`src/rtl/multi_stage_bus_sync_pkg.sv`:
```
// Shared constants and helpers for the enable-qualified bus synchroniser.
package multi_stage_bus_sync_pkg;

  localparam int EN_MODE_LEVEL   = 0;
  localparam int EN_MODE_TOGGLE  = 1;
  localparam int SYNC_MIN_STAGES = 2;

  // Level mode fires on a rising edge only; toggle mode fires on any change.
  function automatic logic sync_edge(input int mode, input logic lvl, input logic prev);
    if (mode == EN_MODE_TOGGLE) begin
      return lvl ^ prev;
    end
    return lvl & ~prev;
  endfunction

endpackage

```
`src/rtl/multi_stage_bus_sync_sync_ff_chain.sv`:
```
// Generic N-stage reset-clearing synchroniser; Q follows D after NUM_STAGES CLK edges.
module sync_ff_chain #(
  parameter int WIDTH      = 1,
  parameter int NUM_STAGES = 2
) (
  input  logic             CLK,
  input  logic             RST,
  input  logic [WIDTH-1:0] D,
  output logic [WIDTH-1:0] Q
);

  logic [NUM_STAGES-1:0][WIDTH-1:0] stage_q;

  always_ff @(posedge CLK or negedge RST) begin
    if (!RST) begin
      stage_q <= '0;
    end else begin
      stage_q <= {stage_q[NUM_STAGES-2:0], D};
    end
  end

  assign Q = stage_q[NUM_STAGES-1];

endmodule

```
`src/rtl/multi_stage_bus_sync.sv`:
```
// Destination-side bus synchroniser: enable synchronised, edge-detected, then samples the stable bus.
// Data valid NUM_STAGES+1 CLK cycles after enable capture; no flow control.
module multi_stage_bus_sync
  import multi_stage_bus_sync_pkg::*;
#(
  parameter int BUS_WIDTH  = 8,
  parameter int NUM_STAGES = 2,
  parameter int EN_MODE    = EN_MODE_LEVEL
) (
  input  logic                 CLK,
  input  logic                 RST,
  input  logic [BUS_WIDTH-1:0] UNSYNC_BUS,
  input  logic                 BUS_ENABLE,
  output logic [BUS_WIDTH-1:0] SYNC_BUS,
  output logic                 ENABLE_PULSE,
  output logic                 SYNC_EN_LVL
);

  if (NUM_STAGES < SYNC_MIN_STAGES) begin : g_bad_stages
    $error("multi_stage_bus_sync: NUM_STAGES must be at least 2");
  end

  logic                 sync_lvl;
  logic                 prev_q;
  logic                 edge_det;
  logic                 pulse_q;
  logic [BUS_WIDTH-1:0] sync_bus_q;
  logic [BUS_WIDTH-1:0] sync_bus_d;

  sync_ff_chain #(
    .WIDTH      (1),
    .NUM_STAGES (NUM_STAGES)
  ) u_en_sync (
    .CLK (CLK),
    .RST (RST),
    .D   (BUS_ENABLE),
    .Q   (sync_lvl)
  );

  assign edge_det = sync_edge(EN_MODE, sync_lvl, prev_q);

  // The bus itself is never synchronised: it is only sampled once the qualifier has settled.
  always_comb begin
    sync_bus_d = sync_bus_q;
    if (edge_det) begin
      sync_bus_d = UNSYNC_BUS;
    end
  end

  always_ff @(posedge CLK or negedge RST) begin
    if (!RST) begin
      prev_q     <= 1'b0;
      pulse_q    <= 1'b0;
      sync_bus_q <= '0;
    end else begin
      prev_q     <= sync_lvl;
      pulse_q    <= edge_det;
      sync_bus_q <= sync_bus_d;
    end
  end

  assign SYNC_BUS     = sync_bus_q;
  assign ENABLE_PULSE = pulse_q;
  assign SYNC_EN_LVL  = sync_lvl;

endmodule

```
`config.mk`:
```
export PLATFORM = sky130hd
export DESIGN_NAME = multi_stage_bus_sync
export DESIGN_NICKNAME = d
export VERILOG_FILES = /design/src/rtl/multi_stage_bus_sync_pkg.sv /design/src/rtl/multi_stage_bus_sync_sync_ff_chain.sv /design/src/rtl/multi_stage_bus_sync.sv
export SDC_FILE = /design/constraint.sdc
export NUM_CORES = 1
export LEC_CHECK = 0
export BUFFER_PORTS_ARGS = -buffer_cell sky130_fd_sc_hd__buf_4
export CAP_MARGIN = 40
export CORE_AREA = 2 2 39 41
export CTS_CLUSTER_DIAMETER = 50
export DETAILED_ROUTE_END_ITERATION = 10
export DIE_AREA = 0 0 41 43
export GPL_TIMING_DRIVEN = 0
export SLEW_MARGIN = 0
export SYNTH_ARGS = -nofsm -noshare
export SYNTH_HDL_FRONTEND = slang
export SYNTH_SLANG_ARGS = --single-unit
```
`constraint.sdc`:
```
create_clock -name CLK -period 1.5 [get_ports CLK]
set_clock_uncertainty 0.2 [all_clocks]
set_input_delay 0.375 -clock CLK [delete_from_list [all_inputs] [get_ports CLK]]
set_output_delay 0.375 -clock CLK [all_outputs]
set_load 0.05 [all_outputs]
```
### After elaboration in Yosys (flattened, before gate mapping)

Index checks and enable logic that the tools add are counted.

| cells by class | value |
|---|---|
| bitwise gates (word level) | 2 |

Operator list:

| operator | number |
|---|---|
| 1-bit bitwise AND | 1 |
| 1-bit NOT | 1 |

| word-level totals | value |
|---|---|
| register bits | 12 |
| input port bits | 11 |
| output and inout port bits | 10 |
| logic and storage cells | 7 |

### Logic depth before layout (Yosys ltp)

| depth | value |
|---|---|
| depth in word-level cells | 2 |
| depth in mapped cells | 3 |
| depth with buffers taken out | 2 |

### Cells and area by module

Synthesis repeated with hierarchy kept, for this count alone.

| unflattened totals | value |
|---|---|
| cell total of the unflattened synthesis | 22 |
| area, all modules | 454.2 sq um |

By module, submodules not included:

| module | times used | cells each | area each (sq um) | sequential area each (sq um) |
|---|---|---|---|---|
| multi_stage_bus_sync | 1 | 20 | 404.1 | 250.2 |
| sync_ff_chain | 1 | 2 | 50.0 | 50.0 |

### Least setup slack after synthesis

OpenSTA, ideal clock, no wires.

| timing path | value |
|---|---|
| path type | register -> register |
| from | register u_en_sync.stage_q (netlist bit u_en_sync.Q) |
| to | register sync_bus_q[0], in the netlist SYNC_BUS[0] |
| library setup time | 125 ps |
| arrival | 1,290 ps |
| setup slack | -115 ps |
| cell stages (with the launch flop) | 4 |
| path buffers | 1 |
| clock period less this slack | 1,615 ps |
| path through | dfrtp_1 -> nor2b_4 -> buf_12 -> mux2_4 |

| between the ends | value |
|---|---|
| longest elaborated chain between the ends | 1 |

RTL lines:

| what | line | RTL |
|---|---|---|
| start, declared | multi_stage_bus_sync_sync_ff_chain.sv:12 | `logic [NUM_STAGES-1:0][WIDTH-1:0] stage_q;` |
| start signal, assigned | multi_stage_bus_sync_sync_ff_chain.sv:18 | `stage_q <= {stage_q[NUM_STAGES-2:0], D};` |
| 1-bit bitwise AND | multi_stage_bus_sync_pkg.sv:13 | `return lvl & ~prev;` |
| via edge_det | multi_stage_bus_sync.sv:25 | `logic edge_det;` |
| end signal, assigned | multi_stage_bus_sync.sv:58 | `sync_bus_q <= sync_bus_d;` |
| end, declared | multi_stage_bus_sync.sv:27 | `logic [BUS_WIDTH-1:0] sync_bus_q;` |

The timed path passes the listed nets, and every way through them passes these cells.
A chain may end at the register's enable or synchronous reset.

### Final worst setup path

| timing path | value |
|---|---|
| from | register u_en_sync.stage_q (netlist bit u_en_sync.Q) |
| to | output SYNC_EN_LVL |

RTL lines:

| what | line | RTL |
|---|---|---|
| end, declared | multi_stage_bus_sync.sv:16 | `output logic SYNC_EN_LVL` |

No word-level cell between the ends.

==> qor.csv <==
metric,value,unit
Ports,21,
Crit-path slowest cell,dfrtp_2,
vias in the first global route,294,
WP data arrival,0.86,ns
Hold WC Path Type,in2reg,
Rows,14,
Iteration-0 DRC Markers,1,
Tightest Pin Transition,0.150,ns
max-cap violation count,0,
Pleak,0.342,nW
Critical Path Fanout Max,3,
initial antenna violation count,0,
via count,277,
Root Driver,clkbuf_4,
worst path bufs/invs,1,
Ys Warns,0,
CP Capture Type,output pin,
PD cells,1330,nW/um^2
CP max stage delay,0.41,ns
hold endpoint,SYNC_BUS[5],
register area share after synthesis,66.1,%
hold path depth,2,
CTS Buf Count,3,
post-place instance area,626,um^2
multi-input logic area,134,um^2
GR Util met1,12.8,%
Mapped Nets,33,
met2 Usage GRT,18.8,%
mapped cell area,454,um^2
post-synthesis register bit count,12,
flop-to-flop setup slack,0.21,ns
final worst slack,0.0631,ns
Crit Path Category,reg2out,
CTS tree,built,
HP Start,UNSYNC_BUS[5],
Synth Instances,22,
Routed WL,779,um
DR WL/cell,12.2,um
final hold vios,0,
Max Clock Freq,696,MHz
Clock Path Buffers,2,
Die X,41,um
"Distinct cells, synth",4,
Post-Syn Area per Cell,20.6,um^2
CTS Hold Bufs,1,
Top delay family on crit path,flip-flops,
drt pass-1 iters,2,
"Setup Fix Bufs, Post-CTS",0,
reg2reg path depth,3,
met3 Use GR,7.85,%
vias per cell,4.33,
Setup TNS Final,0,ns
Final ANT Viol Nets,0,
"most common cell after layout, fill and taps aside",buf_4,
cts repair resizes,0,
Worst-path clk slew,0.07,ns
GR peak layer,met2,
core area,1380,um^2
DRC violations left,0,
largest net degree at the start of global routing,13,
VDD IR-drop max,0.697,mV
layout cells sized above 1,72.9,%
most frequent cells in the layout,"buf_4, dfrtp_1, mux2_4, clkbuf_4, dlygate4sd3_1",
total gr overflow,0,
Final Cell Area,682,um^2
DIE AREA,1760,um^2
CP Cell Sequence,buf_4,
hold slack,0.138,ns
CP Launch Type,register,
crit path time final,1.44,ns
worst skew pair latency,0.26,ns
register area,302,um^2
"Req. time, crit path",0.92,ns
Starting Density,32.8,%
Layout fillers,125,
ANT cells,0,
die height,43,um
Place WS,0.213,ns
fin nets,60,
worst r2r dst,SYNC_BUS[3],
P&R area growth vs syn,50.1,%
slew margin rel.,90.0,%
R2R Path Start,u_en_sync.Q,
Setup Viol. Count Final,0,
Total Routing Usage GR,12.1,%
RSZ-0062 raised after global routing,no,
global-route wire length before repair,1320,um
result of the run,finished clean,
"Period Utilization, post-route",95.8,%
GP Congestion,0.626,
# port buffers,20,
H-Tree Depth,1,
Slew Limit Fails,0,
clk sinks,12,
-- worst register-to-register path, stage by stage, from the launching register on --
cell and delay [ns]:
dfrtp_2 0.41, nor2b_4 0.13, buf_12 0.14, mux2_4 0.29
-- cell usage after synthesis --
| cell type | count | share of area (%) |
|---|---|---|
| mux2_4 | 8 | 26 |
| nor2b_4 | 1 | 3.0 |
| dfrtp_1 | 12 | 66 |
| buf_12 | 1 | 4.4 |
-- where the power goes --
group / internal, W / switching (W) / total, W
logic: 0.000115 / 0.000163 / 0.000278
registers: 0.000361 / 0.0000207 / 0.000382
clock network: 0.000147 / 0.0000978 / 0.000245
total: 0.000623 / 0.000282 / 0.000905
-- area by class of cell --
class	instances	share of cell area (%)
Sequential cell	12	44.2
Timing Repair Buffer	22	25.0
Multi-Input combinational cell	9	19.6
Clock buffer	4	5.32
Buffer	1	2.94
Tap cell	16	2.94
-- registers in the layout, summed over array words and instances, names as in the netlist --
| name | count |
|---|---|
| ENABLE_PULSE | 1 |
| u_en_sync.stage_q | 1 |
| SYNC_BUS | 8 |
| u_en_sync.Q | 1 |
| prev_q | 1 |
-- metal layers --
layer | wire, um | vias up
li1 | - | 127
met1 | 292 | 136
met2 | 418 | 14
met3 | 69 | 0
met4 | 0 | 0
met5 | 0 | -
-- how the worst max path moves through the flow --
stage                      from           to  slack [ns]  depth (start not counted)
finish              u_en_sync.Q  SYNC_EN_LVL        0.06                          1
detailed placement  u_en_sync.Q  SYNC_BUS[6]        0.21                          3
floorplan           u_en_sync.Q  SYNC_BUS[0]        0.04                          3
global route        u_en_sync.Q  SYNC_EN_LVL       0.008                          1
global placement    u_en_sync.Q  SYNC_BUS[0]        0.23                          3
CTS                 u_en_sync.Q  SYNC_EN_LVL        0.05                          1
-- metrics by stage --
stage / std cells / power [W] / utilization, %
2_1_floorplan: 22 / 0.000572 / -
3_3_place_gp: 58 / 0.000661 / 45.2
3_5_place_dp: 58 / 0.000665 / 45.2
4_1_cts: 63 / 0.000916 / 48.6
5_1_grt: 64 / 0.000965 / 49.3
6_report: 64 / 0.000905 / 49.3
-- logic make-up (layout without fill, tap and decap cells) --
kind of cell  after synthesis  in the layout  synth area share (%)
buf+inv                     1             27                  4.41
simple gates                1              1                  3.03
flops                      12             12                  66.1
mux                         8              8                  26.4
No activity file was read; power rests on OpenSTA's default activity.
